--- config.mk ---
export PLATFORM = sky130hd
export DESIGN_NAME = log_mul_arbiter
export DESIGN_NICKNAME = d
export VERILOG_FILES = /design/src/rtl/log_mul_pkg.sv /design/src/rtl/rr_arb2.sv /design/src/rtl/log_mul_arbiter.sv
export SDC_FILE = /design/constraint.sdc
export NUM_CORES = 1
export LEC_CHECK = 0
export CAP_MARGIN = 20
export CORE_MARGIN = 3
export CORE_UTILIZATION = 41
export CTS_CLUSTER_SIZE = 14
export DETAILED_ROUTE_END_ITERATION = 7
export GPL_ROUTABILITY_DRIVEN = 0
export PLACE_DENSITY_LB_ADDON = 0.05
export RECOVER_POWER = 25
export REMOVE_ABC_BUFFERS = 1
export SETUP_SLACK_MARGIN = 0.5
export SLEW_MARGIN = 10
export SYNTH_ARGS = -nofsm -noshare
export SYNTH_HDL_FRONTEND = slang
export SYNTH_SLANG_ARGS = --single-unit
--- constraint.sdc ---
create_clock -name clk -period 4.3 [get_ports clk]
set_input_delay 1.29 -clock clk [delete_from_list [all_inputs] [get_ports clk]]
set_output_delay 1.29 -clock clk [all_outputs]
set_load 0.05 [all_outputs]
--- src/rtl/log_mul_pkg.sv ---
// Shared definitions for the log-multiplier arbiter: FSM encoding, FP16 constants and fields.
// Latency: none (types and constants only).
// Backpressure: not applicable.
package log_mul_pkg;

    localparam logic [1:0] ST_IDLE  = 2'd0;
    localparam logic [1:0] ST_ISSUE = 2'd1;
    localparam logic [1:0] ST_WAIT  = 2'd2;
    localparam logic [1:0] ST_RESP  = 2'd3;

    localparam int FP16_SIGN_W = 1;
    localparam int FP16_EXP_W  = 5;
    localparam int FP16_MAN_W  = 10;
    localparam int FP16_W      = FP16_SIGN_W + FP16_EXP_W + FP16_MAN_W;

    localparam logic [FP16_W-1:0] FP16_QNAN = 16'h7E00;
    localparam logic [FP16_W-1:0] FP16_ONE  = 16'h3C00;

    typedef struct packed {
        logic                  sign;
        logic [FP16_EXP_W-1:0] exp;
        logic [FP16_MAN_W-1:0] man;
    } fp16_t;

    typedef struct packed {
        logic              id;
        logic              err;
        logic [FP16_W-1:0] data;
    } resp_t;

endpackage

--- src/rtl/rr_arb2.sv ---
// Two-input round-robin grant: a lone requester wins, a tie goes to the one not served last.
// Latency: combinational.
// Backpressure: none; the caller decides when the grant is consumed.
module rr_arb2 (
    input  logic [1:0] req_valid,
    input  logic       last_grant,
    output logic       grant_vld,
    output logic       grant
);

    always_comb begin
        grant_vld = |req_valid;
        grant     = 1'b0;
        case (req_valid)
            2'b10:   grant = 1'b1;
            2'b11:   grant = ~last_grant;
            default: grant = 1'b0;
        endcase
    end

endmodule

--- src/rtl/log_mul_arbiter.sv ---
// Shares one FP16 log-multiplier core between two requesters; watchdog returns QNAN on a hung core.
// Latency: start 1 cycle after accept, response 1 cycle after core done (or TIMEOUT_CYCLES+2 on abort).
// Backpressure: response held until resp_ready; no request is accepted until the response retires.
module log_mul_arbiter
    import log_mul_pkg::*;
#(
    parameter int TIMEOUT_CYCLES = 15,
    parameter int CNT_W          = 16
) (
    input  logic             clk,
    input  logic             rst_n,
    input  logic [1:0]       req_valid,
    input  logic [31:0]      req_a,
    input  logic [31:0]      req_b,
    output logic [1:0]       req_ready,
    output logic             resp_valid,
    output logic             resp_id,
    output logic [15:0]      resp_data,
    output logic             resp_err,
    input  logic             resp_ready,
    output logic             mul_start,
    output logic [15:0]      mul_a,
    output logic [15:0]      mul_b,
    input  logic             mul_done,
    input  logic [15:0]      mul_result,
    output logic             busy,
    output logic [CNT_W-1:0] op_count
);

    localparam logic [7:0] TIMER_LAST = 8'(TIMEOUT_CYCLES - 1);

    logic [1:0]        state;
    logic              last_grant;
    logic [15:0]       op_a;
    logic [15:0]       op_b;
    logic [7:0]        timer;
    resp_t             resp_q;
    logic [CNT_W-1:0]  count_q;
    logic              grant_vld;
    logic              grant;

    rr_arb2 u_rr_arb2 (
        .req_valid  (req_valid),
        .last_grant (last_grant),
        .grant_vld  (grant_vld),
        .grant      (grant)
    );

    // The arbiter only ever grants a requester whose valid is high, so a grant is a handshake.
    always_comb begin
        req_ready = 2'b00;
        if (state == ST_IDLE && grant_vld)
            req_ready = grant ? 2'b10 : 2'b01;
    end

    always_ff @(posedge clk or negedge rst_n) begin
        if (!rst_n) begin
            state      <= ST_IDLE;
            last_grant <= 1'b1;
            op_a       <= '0;
            op_b       <= '0;
            timer      <= '0;
            resp_q     <= '0;
            count_q    <= '0;
        end else begin
            case (state)
                ST_IDLE: begin
                    if (grant_vld) begin
                        op_a      <= grant ? req_a[31:16] : req_a[15:0];
                        op_b      <= grant ? req_b[31:16] : req_b[15:0];
                        resp_q.id <= grant;
                        state     <= ST_ISSUE;
                    end
                end
                ST_ISSUE: begin
                    timer <= '0;
                    state <= ST_WAIT;
                end
                ST_WAIT: begin
                    // A completion on the last watchdog cycle still counts as a real result.
                    if (mul_done) begin
                        resp_q.data <= mul_result;
                        resp_q.err  <= 1'b0;
                        state       <= ST_RESP;
                    end else if (timer == TIMER_LAST) begin
                        resp_q.data <= FP16_QNAN;
                        resp_q.err  <= 1'b1;
                        state       <= ST_RESP;
                    end else begin
                        timer <= timer + 8'd1;
                    end
                end
                default: begin
                    if (resp_ready) begin
                        last_grant <= resp_q.id;
                        count_q    <= count_q + CNT_W'(1);
                        state      <= ST_IDLE;
                    end
                end
            endcase
        end
    end

    assign mul_start  = (state == ST_ISSUE);
    assign mul_a      = op_a;
    assign mul_b      = op_b;
    assign resp_valid = (state == ST_RESP);
    assign resp_id    = resp_q.id;
    assign resp_data  = resp_q.data;
    assign resp_err   = resp_q.err;
    assign busy       = (state != ST_IDLE);
    assign op_count   = count_q;

endmodule

== Yosys cells after proc, flatten, opt, wreduce, memory -nomap -nowiden ==
Cells that the tools add are included.
Operators by class
  $add $sub $neg: 2
  eq/ne operators: 10
  muxes and demuxes: 15
  bitwise gates (word level): 2
  reduce and logical (&&, ||, !) cells: 13
Operator list (count)
  $mux W17: 2
  $mux W16: 2
  $add A16 B1 Y16 const B: 1
  $mux W8: 2
  $pmux W8 S2: 1
  $mux W2: 6
  $add A8 B1 Y8 const B: 1
  $eq A2 B2 Y1 const B: 4
  $eq A8 B4 Y1 const B: 1
  $ne A2 B2 Y1 const B: 3
  $pmux W2 S3: 1
  $reduce_and A2 Y1: 3
  $reduce_and A3 Y1: 2
  $reduce_bool A2 Y1: 3
  $reduce_bool A4 Y1: 1
  $ne A3 B3 Y1 const B: 1
  $reduce_or A3 Y1: 1
  $eq A2 B1 Y1 const B: 1
  $logic_not A2 Y1: 1
  $not A1 Y1: 2
  $pmux W1 S2: 1
  $reduce_or A2 Y1: 1
  $logic_and A1 B1 Y1: 1
Storage, ports and cells
  register bits after elaboration: 77
  input port bits: 86
  word-level logic and storage cells: 51

== Depth between registers and ports, before layout ==
  word-level depth: 4
  gate-level depth with buffers: 7
  gate-level depth less buffers: 6

== By module ==
A second synthesis with hierarchy kept.
Second synthesis, totals
  cells, all modules: 318
  area total of the unflattened synthesis: 3490.8 µm²
Modules (own cells, without submodules)
  log_mul_arbiter: instances 1, cells an instance 316, area an instance 3477.1 µm², seq. area each 1928.1 µm²
  rr_arb2: instances 1, cells an instance 2, area an instance 13.8 µm², seq. area each 0.0 µm²

== Worst setup path after synthesis ==
OpenSTA, ideal clock, no wires.
  path kind: input to output
  from: input req_valid[1]
  to: output req_ready[1]
  arrival: 1.999 ns
  required time: 3.010 ns
  setup slack: 1.011 ns
  stages on the path: 3
  buffers on the path: 1
  path through: nand2_1 a21oi_1 buf_2
Between the ends
  word-level cells in the longest chain between the ends: 4
  elaborated cells on any way between the ends: 7
  classes of those cells: eq/ne: 2; mux: 3; reduce/logical: 2
Ends and longest elaborated chain
  from (decl): RTL line log_mul_arbiter.sv:12  | input logic [1:0] req_valid,
  $eq A2 B2 Y1: RTL line rr_arb2.sv:14  | case (req_valid)
  $pmux W1 S2: RTL line rr_arb2.sv:14
  $mux W2: RTL line log_mul_arbiter.sv:53  | req_ready = grant ? 2'b10 : 2'b01;
  $mux W2 (*): RTL line log_mul_arbiter.sv:52  | if (state == ST_IDLE && grant_vld)
  to (decl): RTL line log_mul_arbiter.sv:15  | output logic [1:0] req_ready,
Every way passes the cells marked *; elsewhere a longest branch is shown, timed or not.

== Final worst setup path ==
  from: input req_valid[0]
  to: output req_ready[0]
Same word-level chain as after synthesis.

==> flow_metrics.tcl <==
set metrics [dict create \
    crit_end "req_ready[0]" \
    tightest_slew_ns 1.882 \
    fin_crit_sh_pct 83.72 \
    holdWs_ns 0.4766 \
    slowest_delay_ns 0.55 \
    synth_compound_area_share_pct 19.11 \
    cts_tree "done" \
    cp_max_fo 4 \
    row_count 32 \
    final_area_um2 5251 \
    reg2reg_from "state[0]" \
    die_h_um 96.50 \
    syn2layout_area_growth_pct 56.37 \
    synth-xor-area-share_pct 3.912 \
    ios 157 \
    grt_max_degree 78 \
    synth_cells 282 \
    rsz0062_at_grt "false" \
    path_class "primary input to primary output" \
    cts_hold_buf 0 \
    die_w_um 96.50 \
    status "complete, but fails checks" \
    grt_pass1_vias 2809 \
    num_vias 2897 \
    cp.required_ns 3.01 \
    root_buffer "clkbuf_8" \
    setup_viol 0 \
    power_density_nw_per_um2 756.0 \
    synth-seq-cells 77 \
    clockBufferDepth 2 \
    critPathLaunchType "primary input" \
    cts.htree.levels 3 \
    insertion_delay_ns 0.34 \
    drc 0 \
    async_reset_ff_share_pct 100.0 \
    clkSinkCount 77 \
    regToRegSetupSlack_ns 2.18 \
    slew_headroom_pct -25.46 \
    post_drt_wl_per_cell_um 17.29 \
    fin_util_pct 66.92 \
    rr_worst_depth 6 \
    synth_cell_type_count 42 \
    core_um2 7848 \
    finalWirelength_mm 9.493 \
    floorplan.initialDensity_pct 42.79 \
    synth-main-ff-cell "dfrtp_1" \
    layout_setup_ws_ns 0.7000 \
    drive_gt1_share_pct 8.520 \
    grt_overflow_total 0 \
    slew_violations 78 \
    worst_clock_skew_ns 0.007219 \
    fmax_mhz 277.8 \
    crit_start "req_valid[0]" \
    numCtsBuffers 9 \
    cap_violations 1 \
    path_clk_slew_ns 0.07 \
    cts_resized 0 \
    die_area_um2 9312 \
    initialDrtViolationCount 174 \
    leakage_nw 2.407 \
    drtPass1Iterations 8 \
    post_dp_cell_area_um2 5049 \
    dp_hpwl_mm 6.907 \
    yosys.area_share.adder_pct 2.981 \
    antenna_found_initial 1 \
    r2r-end "timer[7]" \
    via_per_inst 5.277 \
    num-nets-final 535 \
    yosys.area_share.simple_pct 9.091 \
    peakVddDrop_mv 0.4065 \
    synth.avg_cell_area_um2 11.91 \
    post-route-min-period_ns 3.600 \
    synth_seq_area_share_pct 57.41 \
    end_kind "primary output" \
    violations "capacitance limit, slew limit" \
    synthMuxAreaShare_pct 1.416 \
    synth_area_um2 3358 \
    final_antenna_net_count 0 \
    grtUsageTotal_pct 20.20 \
    yosysWarningCount 0 \
    crit_slowest_cell "clkdlybuf4s50_1" \
    grt_pass1_wl_mm 14.31 \
    synth_edf_count 0 \
    critPathArrivalTime_ns 2.31 \
    min_path_type "flop to flop" \
    pre_cts_ws_ns 0.6841 \
    cts_setup_buffers 0 \
    final_hold_viol_count 0 \
    crit_chain "clkdlybuf4s50_1 > nand2_1 > a21oi_2 > buf_12" \
    portBuffers 156 \
    synth_top_family_by_area "compound AO/OA/AOI/OAI gates" \
]
-- cell usage in the layout (no fill, tap or decap), types with 6 or more instances in the layout --
cell,n
nand3_1,9
ha_1,8
nand2_1,11
inv_1,41
a22o_1,10
dfrtp_1,76
clkbuf_8,11
a222oi_1,32
o22a_1,6
o21ai_2,7
xnor2_1,9
clkdlybuf4s50_1,153
xor2_1,6
-- logic make-up after synthesis --
group	count (synthesis)
DFF	77
AOI/OAI and AO/OA	74
buffers and inverters	52
and+or+nand+nor	52
xor gates and xnor gates	15
adders and majority gates	8
muxes	4
-- how the worst min path moves through the flow --
stage / startpoint / to / slack [ns] / depth (start not counted)
6_report: op_count[15] / op_count[15] / 0.48 / 1
2_1_floorplan: timer[3] / timer[3] / 0.48 / 1
4_1_cts: op_count[15] / op_count[15] / 0.48 / 1
5_1_grt: resp_data[9] / resp_data[9] / 0.51 / 1
3_3_place_gp: op_count[15] / op_count[15] / 0.47 / 1
3_5_place_dp: op_count[15] / op_count[15] / 0.47 / 1
-- routing by layer --
metal / share of wire (%) / GRT usage [%]
met1: 39 / 23.75
met2: 48 / 33.62
met3: 11 / 6.739
met4: 1.6 / 8.879
met5: 0 / 0
-- area by class of cell --
class	instances	area, um2
diodes	1	2.502
clock buffers	13	158.9
clock inverters	3	43.79
fillers	645	2596
inverters	41	153.9
multi-input cells	153	1237
flip-flops and latches	77	1928
well taps	102	127.6
repair buffers	159	1599
-- power breakdown --
group          switching, mW  internal [mW]
combinational           1.44          0.815
sequential             0.163          0.988
clock                  0.258          0.301
total                   1.87           2.10
-- synthesized netlist by cell type, types with 2 or more instances --
master	number	area share (%)
nand2b_1	2	0.37
or3_1	3	0.56
clkbuf_1	4	0.45
a222oi_1	32	9.5
nand2_1	11	1.2
o21ai_1	5	0.75
nor3_1	2	0.30
a21oi_1	7	1.0
o21ai_2	6	1.6
buf_2	7	1.0
xnor2_1	9	2.3
and4_1	2	0.52
nand4_1	4	0.75
mux2_2	2	0.67
o21ai_0	2	0.30
ha_1	8	3.0
xor2_1	6	1.6
and3_1	2	0.37
o22a_1	6	1.6
and2_1	3	0.56
inv_1	41	4.6
nor2_1	5	0.56
a22o_1	10	2.6
o31ai_1	2	0.45
dfrtp_1	76	57
nand3_1	9	1.3
-- stage by stage --
stage | cells | total power, mW | setup TNS (ns)
detailed placement | 532 | 3.441 | 0
finish | 549 | 3.970 | 0
CTS | 548 | 4.011 | 0
floorplan | 271 | 2.626 | -0.3119
global placement | 532 | 3.413 | 0
global route | 549 | 4.181 | 0
-- sequential cells by signal, indices dropped and copies added, names as in the netlist --
signal / flops
resp_data: 16
mul_b: 16
resp_err: 1
last_grant: 1
state: 2
op_count: 16
resp_id: 1
mul_a: 16
timer: 8
-- critical path, delay by kind of cell --
family                 cells  cell delay (ns)
and+or+nand+nor            1             0.09
buffers and inverters      2             0.72
AOI/OAI and AO/OA          1             0.20
Power figures use the tool's default switching activity.
